[src/rtl/instr_fetch_unit.sv]
// Instruction fetch unit: single-outstanding req/gnt/rvalid fetcher feeding a
// small instruction buffer that presents op/F/instr/pc to the decode stage
// under a valid/ready handshake. A redirect flushes the buffer and restarts
// fetch at the target; a response already in flight is discarded.
module instr_fetch_unit #(
  parameter int unsigned     XLEN     = 32,
  parameter logic [XLEN-1:0] RESET_PC = '0,
  parameter int unsigned     DEPTH    = 2
) (
  input  logic            clk,
  input  logic            rst_n,
  output logic            imem_req,
  output logic [XLEN-1:0] imem_addr,
  input  logic            imem_gnt,
  input  logic            imem_rvalid,
  input  logic [31:0]     imem_rdata,
  output logic            dec_valid,
  input  logic            dec_ready,
  output logic [31:0]     instr,
  output logic [5:0]      op,
  output logic [2:0]      F,
  output logic [XLEN-1:0] pc_out,
  input  logic            redirect,
  input  logic [XLEN-1:0] redirect_pc
);

  localparam int unsigned AW = (DEPTH > 1) ? $clog2(DEPTH) : 1;
  localparam int unsigned CW = AW + 1;

  typedef enum logic [1:0] {
    S_REQ,
    S_WAIT,
    S_FULL,
    S_DROP
  } state_t;

  state_t          state, state_nx;
  logic            started;
  logic [XLEN-1:0] fetch_pc;
  logic [XLEN-1:0] target;

  logic [XLEN-1:0] buf_pc  [DEPTH];
  logic [31:0]     buf_ins [DEPTH];
  logic [AW-1:0]   head, tail;
  logic [CW-1:0]   count;

  logic            push, pop, fire, full, full_after;
  logic            unused_lsb;

  // Target address is always word aligned; the low bits of redirect_pc are dropped.
  assign target     = {redirect_pc[XLEN-1:2], 2'b00};
  assign unused_lsb = ^redirect_pc[1:0];

  assign full       = (count == CW'(DEPTH));
  assign full_after = ((count + CW'(1) - CW'(pop)) == CW'(DEPTH));

  assign dec_valid  = (count != '0);
  assign pop        = dec_valid & dec_ready;
  assign instr      = buf_ins[head];
  assign pc_out     = buf_pc[head];
  assign op         = buf_ins[head][5:0];
  assign F          = buf_ins[head][14:12];
  assign imem_addr  = fetch_pc;

  // Next-state and request logic; redirect overrides the normal flow.
  // 'started' keeps imem_req low until the first edge after reset release.
  always_comb begin
    state_nx = state;
    imem_req = 1'b0;
    fire     = 1'b0;
    push     = 1'b0;
    case (state)
      S_REQ: begin
        if (started && !full) begin
          imem_req = 1'b1;
          if (imem_gnt) begin
            fire     = 1'b1;
            state_nx = S_WAIT;
          end
        end else if (started) begin
          state_nx = S_FULL;
        end
        if (redirect) state_nx = fire ? S_DROP : S_REQ;
      end
      S_WAIT: begin
        if (imem_rvalid) begin
          if (redirect) begin
            state_nx = S_REQ;
          end else begin
            push     = 1'b1;
            state_nx = full_after ? S_FULL : S_REQ;
          end
        end else if (redirect) begin
          state_nx = S_DROP;
        end
      end
      S_FULL: begin
        if (redirect || pop) state_nx = S_REQ;
      end
      S_DROP: begin
        if (imem_rvalid) state_nx = S_REQ;
      end
      default: state_nx = S_REQ;
    endcase
  end

  // State register and fetch address (wraps modulo 2^XLEN).
  always_ff @(posedge clk or negedge rst_n) begin
    if (!rst_n) begin
      state    <= S_REQ;
      started  <= 1'b0;
      fetch_pc <= RESET_PC;
    end else begin
      state   <= state_nx;
      started <= 1'b1;
      if (redirect)  fetch_pc <= target;
      else if (fire) fetch_pc <= fetch_pc + XLEN'(4);
    end
  end

  // Instruction buffer: circular FIFO, flushed on redirect.
  // fetch_pc has already advanced past the outstanding word, so its pc is fetch_pc-4.
  always_ff @(posedge clk or negedge rst_n) begin
    if (!rst_n) begin
      head  <= '0;
      tail  <= '0;
      count <= '0;
      for (int unsigned i = 0; i < DEPTH; i++) begin
        buf_pc[i]  <= '0;
        buf_ins[i] <= '0;
      end
    end else if (redirect) begin
      head  <= '0;
      tail  <= '0;
      count <= '0;
    end else begin
      if (push) begin
        buf_pc[tail]  <= fetch_pc - XLEN'(4);
        buf_ins[tail] <= imem_rdata;
        tail          <= tail + AW'(1);
      end
      if (pop) head <= head + AW'(1);
      count <= count + CW'(push) - CW'(pop);
    end
  end

endmodule

[config.mk]
export PLATFORM = sky130hd
export DESIGN_NAME = instr_fetch_unit
export DESIGN_NICKNAME = d
export VERILOG_FILES = /design/src/rtl/instr_fetch_unit.sv
export SDC_FILE = /design/constraint.sdc
export NUM_CORES = 1
export LEC_CHECK = 0
export CAP_MARGIN = 20
export CORE_UTILIZATION = 40
export CTS_CLUSTER_SIZE = 25
export DETAILED_ROUTE_END_ITERATION = 12
export GPL_ROUTABILITY_DRIVEN = 0
export PLACE_DENSITY = 0.75
export SYNTH_ARGS = -nofsm -noshare
export SYNTH_HDL_FRONTEND = slang
export SYNTH_SLANG_ARGS = --single-unit
[constraint.sdc]
create_clock -name clk -period 3.04 [get_ports clk]
set_input_delay 0.304 -clock clk [delete_from_list [all_inputs] [get_ports clk]]
set_output_delay 0.304 -clock clk [all_outputs]
set_load 0.005 [all_outputs]
==> impl_metrics.env <==
export IMPL_status="finished clean"
export IMPL_drt_total_wl_um=22800
export IMPL_grt_pass1_wl_um=37500
export IMPL_firstDrtPassIters=5
export IMPL_rsz0062_at_grt="no"
export IMPL_synth_distinct_cells=53
export IMPL_yosysTopAreaCell="dfrtp_1"
export IMPL_critPathSlowestCell="dfrtp_2"
export IMPL_cts_tree="built"
export IMPL_dieArea_sq_um=21800
export IMPL_die_h_um=148
export IMPL_cts_setup_buffers=0
export IMPL_r2r_start="imem_addr[2]"
export IMPL_worst_pin_slew_ns=0.734
export IMPL_yosysSeqAreaShare=0.474
export IMPL_met2_wirelength_um=10700
export IMPL_required_ns=2.74
export IMPL_drc=0
export IMPL_ios=177
export IMPL_io_buffers=170
export IMPL_stdcell_count=1370
export IMPL_cp_end_kind="primary output"
export IMPL_clkTransAtPathRegs_ns=0.07
export IMPL_initial_core_util=0.413
export IMPL_layout_commonest_cell="nand2_1"
export IMPL_antenna_cells=0
export IMPL_numCtsBuffers=17
export IMPL_netlist_top_cells_area="dfrtp_1 47%, nand2_1 12%, mux2_2 8.2%"
export IMPL_async_flop_share=1.00
export IMPL_ctsRootBufferMaster="clkbuf_16"
export IMPL_via_per_inst=5.51
export IMPL_wl_met1_um=10400
export IMPL_p_leak_uw=0.00476
export IMPL_startpoint="head"
export IMPL_cts_sinks=161
export IMPL_worstPathMaxFanout=55
export IMPL_finalCritPeriodShare=0.829
export IMPL_grt_start_max_net_pins=74
export IMPL_highest_layer="met4"
export IMPL_ys_ff_latch=161
export IMPL_drtIter0Drc=420
export IMPL_ant_nets=0
export IMPL_total_power_uw=8970
export IMPL_grtUsageTotal=0.217
export IMPL_grt_overflow=0
export IMPL_synth_cells=958
export IMPL_placementRows=52
export IMPL_wl_per_cell_um=16.6
export IMPL_min_path_type="in -> reg"
export IMPL_dominantRegCellSynth="dfrtp_1"
export IMPL_power_per_cell_area_nw_per_um2=814
export IMPL_dp_cells=1337
export IMPL_drive_gt1_frac=0.123
export IMPL_clockBufferDepth=2
export IMPL_layout_nets=1160
export IMPL_cap_viol_max_count=0
export IMPL_hp_start="redirect"
export IMPL_ys_warn_count=0
export IMPL_clock_fmax_mhz=397
export IMPL_setup_violations_final=0
export IMPL_cts_resized=0
export IMPL_netlist_area_sq_um=8500
export IMPL_synth_top_cell_area_share=0.474
export IMPL_skew_ns=0.0124
export IMPL_slowest_delay_ns=0.52
export IMPL_dr_wl_met3_um=1340
export IMPL_worstSkewPairLatency_ns=0.43
export IMPL_antenna_found_initial=0
export IMPL_critPathBufInv=2
export IMPL_tns_ns=0
export IMPL_cp_cell_sequence="buf_12 -> mux2_2 -> clkdlybuf4s50_1"
export IMPL_layout_common_cells="270 x nand2_1, 168 x clkdlybuf4s50_1, 160 x dfrtp_1, 62 x mux2_2, 54 x o21ai_0"
export IMPL_hold_viol=0
export IMPL_area_growth_pct=29.6
export IMPL_crit_family="buffers and inverters"
export IMPL_post_route_util=0.536
export IMPL_slew_violations=0
export IMPL_core_sq_um=20600
export IMPL_startpoint_type="register"
export IMPL_dpl_hpwl_um=15300
export IMPL_ir_drop_uv=412
export IMPL_crit_arrival_ns=2.22
export IMPL_h_tree_depth=4
export IMPL_grt_pass1_vias=7405
export IMPL_via_count=7555
export IMPL_synth_avg_cell_area_sq_um=8.87
export IMPL_post_route_min_period_ns=2.52
export IMPL_synth_edf_count=0
export IMPL_worstSetupPathType="reg -> out"
export IMPL_worst_slew_margin_rel=0.506
export IMPL_die_w_um=148
[Yosys cell counts (9+ instances only)]
library cell,count
dfrtp_1,161
nor3_1,16
mux2_2,62
nor4_1,9
or3_1,12
a31oi_1,22
o211ai_1,15
nand2_1,270
clkbuf_1,64
or4_1,20
xor2_1,14
nor2b_1,12
nor2_1,40
o21ai_0,54
buf_4,13
nand3_1,38
nand4_1,22
[tightest hold or removal path: stages]
cell,delay [ns]
buf_2,0.21
nand2_1,0.09
o21ai_0,0.06
[layer usage]
metal	vias to the layer above	global-route usage
li1	3599	-
met1	3647	0.291
met2	277	0.352
met3	32	0.0407
met4	0	0.0742
met5	-	0
[flip-flops by register name, indices dropped and copies added, names as in the netlist]
register and flops:
started 1, count 2, buf_ins 64, state 2
imem_addr 30, head 1, tail 1, buf_pc 60
[kinds of logic (layout without fill, tap and decap cells)]
group | after synthesis | after routing | share of synthesized area
xor gates and xnor gates | 21 | 21 | 0.0216
and+or+nand+nor | 482 | 482 | 0.269
AOI/OAI and AO/OA | 131 | 131 | 0.0980
adders and majority gates | 3 | 3 | 0.00442
muxes | 63 | 63 | 0.0833
other | 2 | 5 | 0.000884
DFF | 161 | 161 | 0.474
buffers and inverters | 95 | 234 | 0.0489
[area by class of cell]
type                       instances  area [sq um]
multi-input combinational        705          4080
timing repair buffer             195          1930
fill                            1892          9540
inverter                           7          26.3
tap                              270           338
clock inverter                     7          97.6
clock buffer                      25           515
sequential                       161          4030
[report_power, final]
part           switching [uW]  internal, uW
Combinational            1370          2050
Sequential                495          2860
Clock                     858          1340
[stage by stage]
stage	hold slack (ns)	cell area, sq um	setup WS (ns)
floorplan	0.00841	8510	0.836
global placement	0.371	10400	0.644
detailed placement	0.386	10400	0.604
CTS	0.273	11000	0.502
global route	0.290	11000	0.438
finish	0.288	11000	0.521
[timing repair]
| item | 4_1_cts | 5_1_grt |
|---|---|---|
| endpoints found under the setup margin | 0 | 0 |
| hold buffers | 1 | 0 |
| hold endpoints to repair | 70 | 0 |
[final timing paths]
kind,to,slack [ns],depth (start not counted)
hold reg to reg,buf_ins[31],0.47,2
setup reg to reg,buf_pc[20],0.71,7
hold / removal,imem_addr[6],0.29,3
min in group asynchronous,buf_ins[60],0.47,2
max in group asynchronous,buf_ins[47],1.70,4
setup / recovery,pc_out[13],0.52,3
Power figures use the tool's default switching activity.
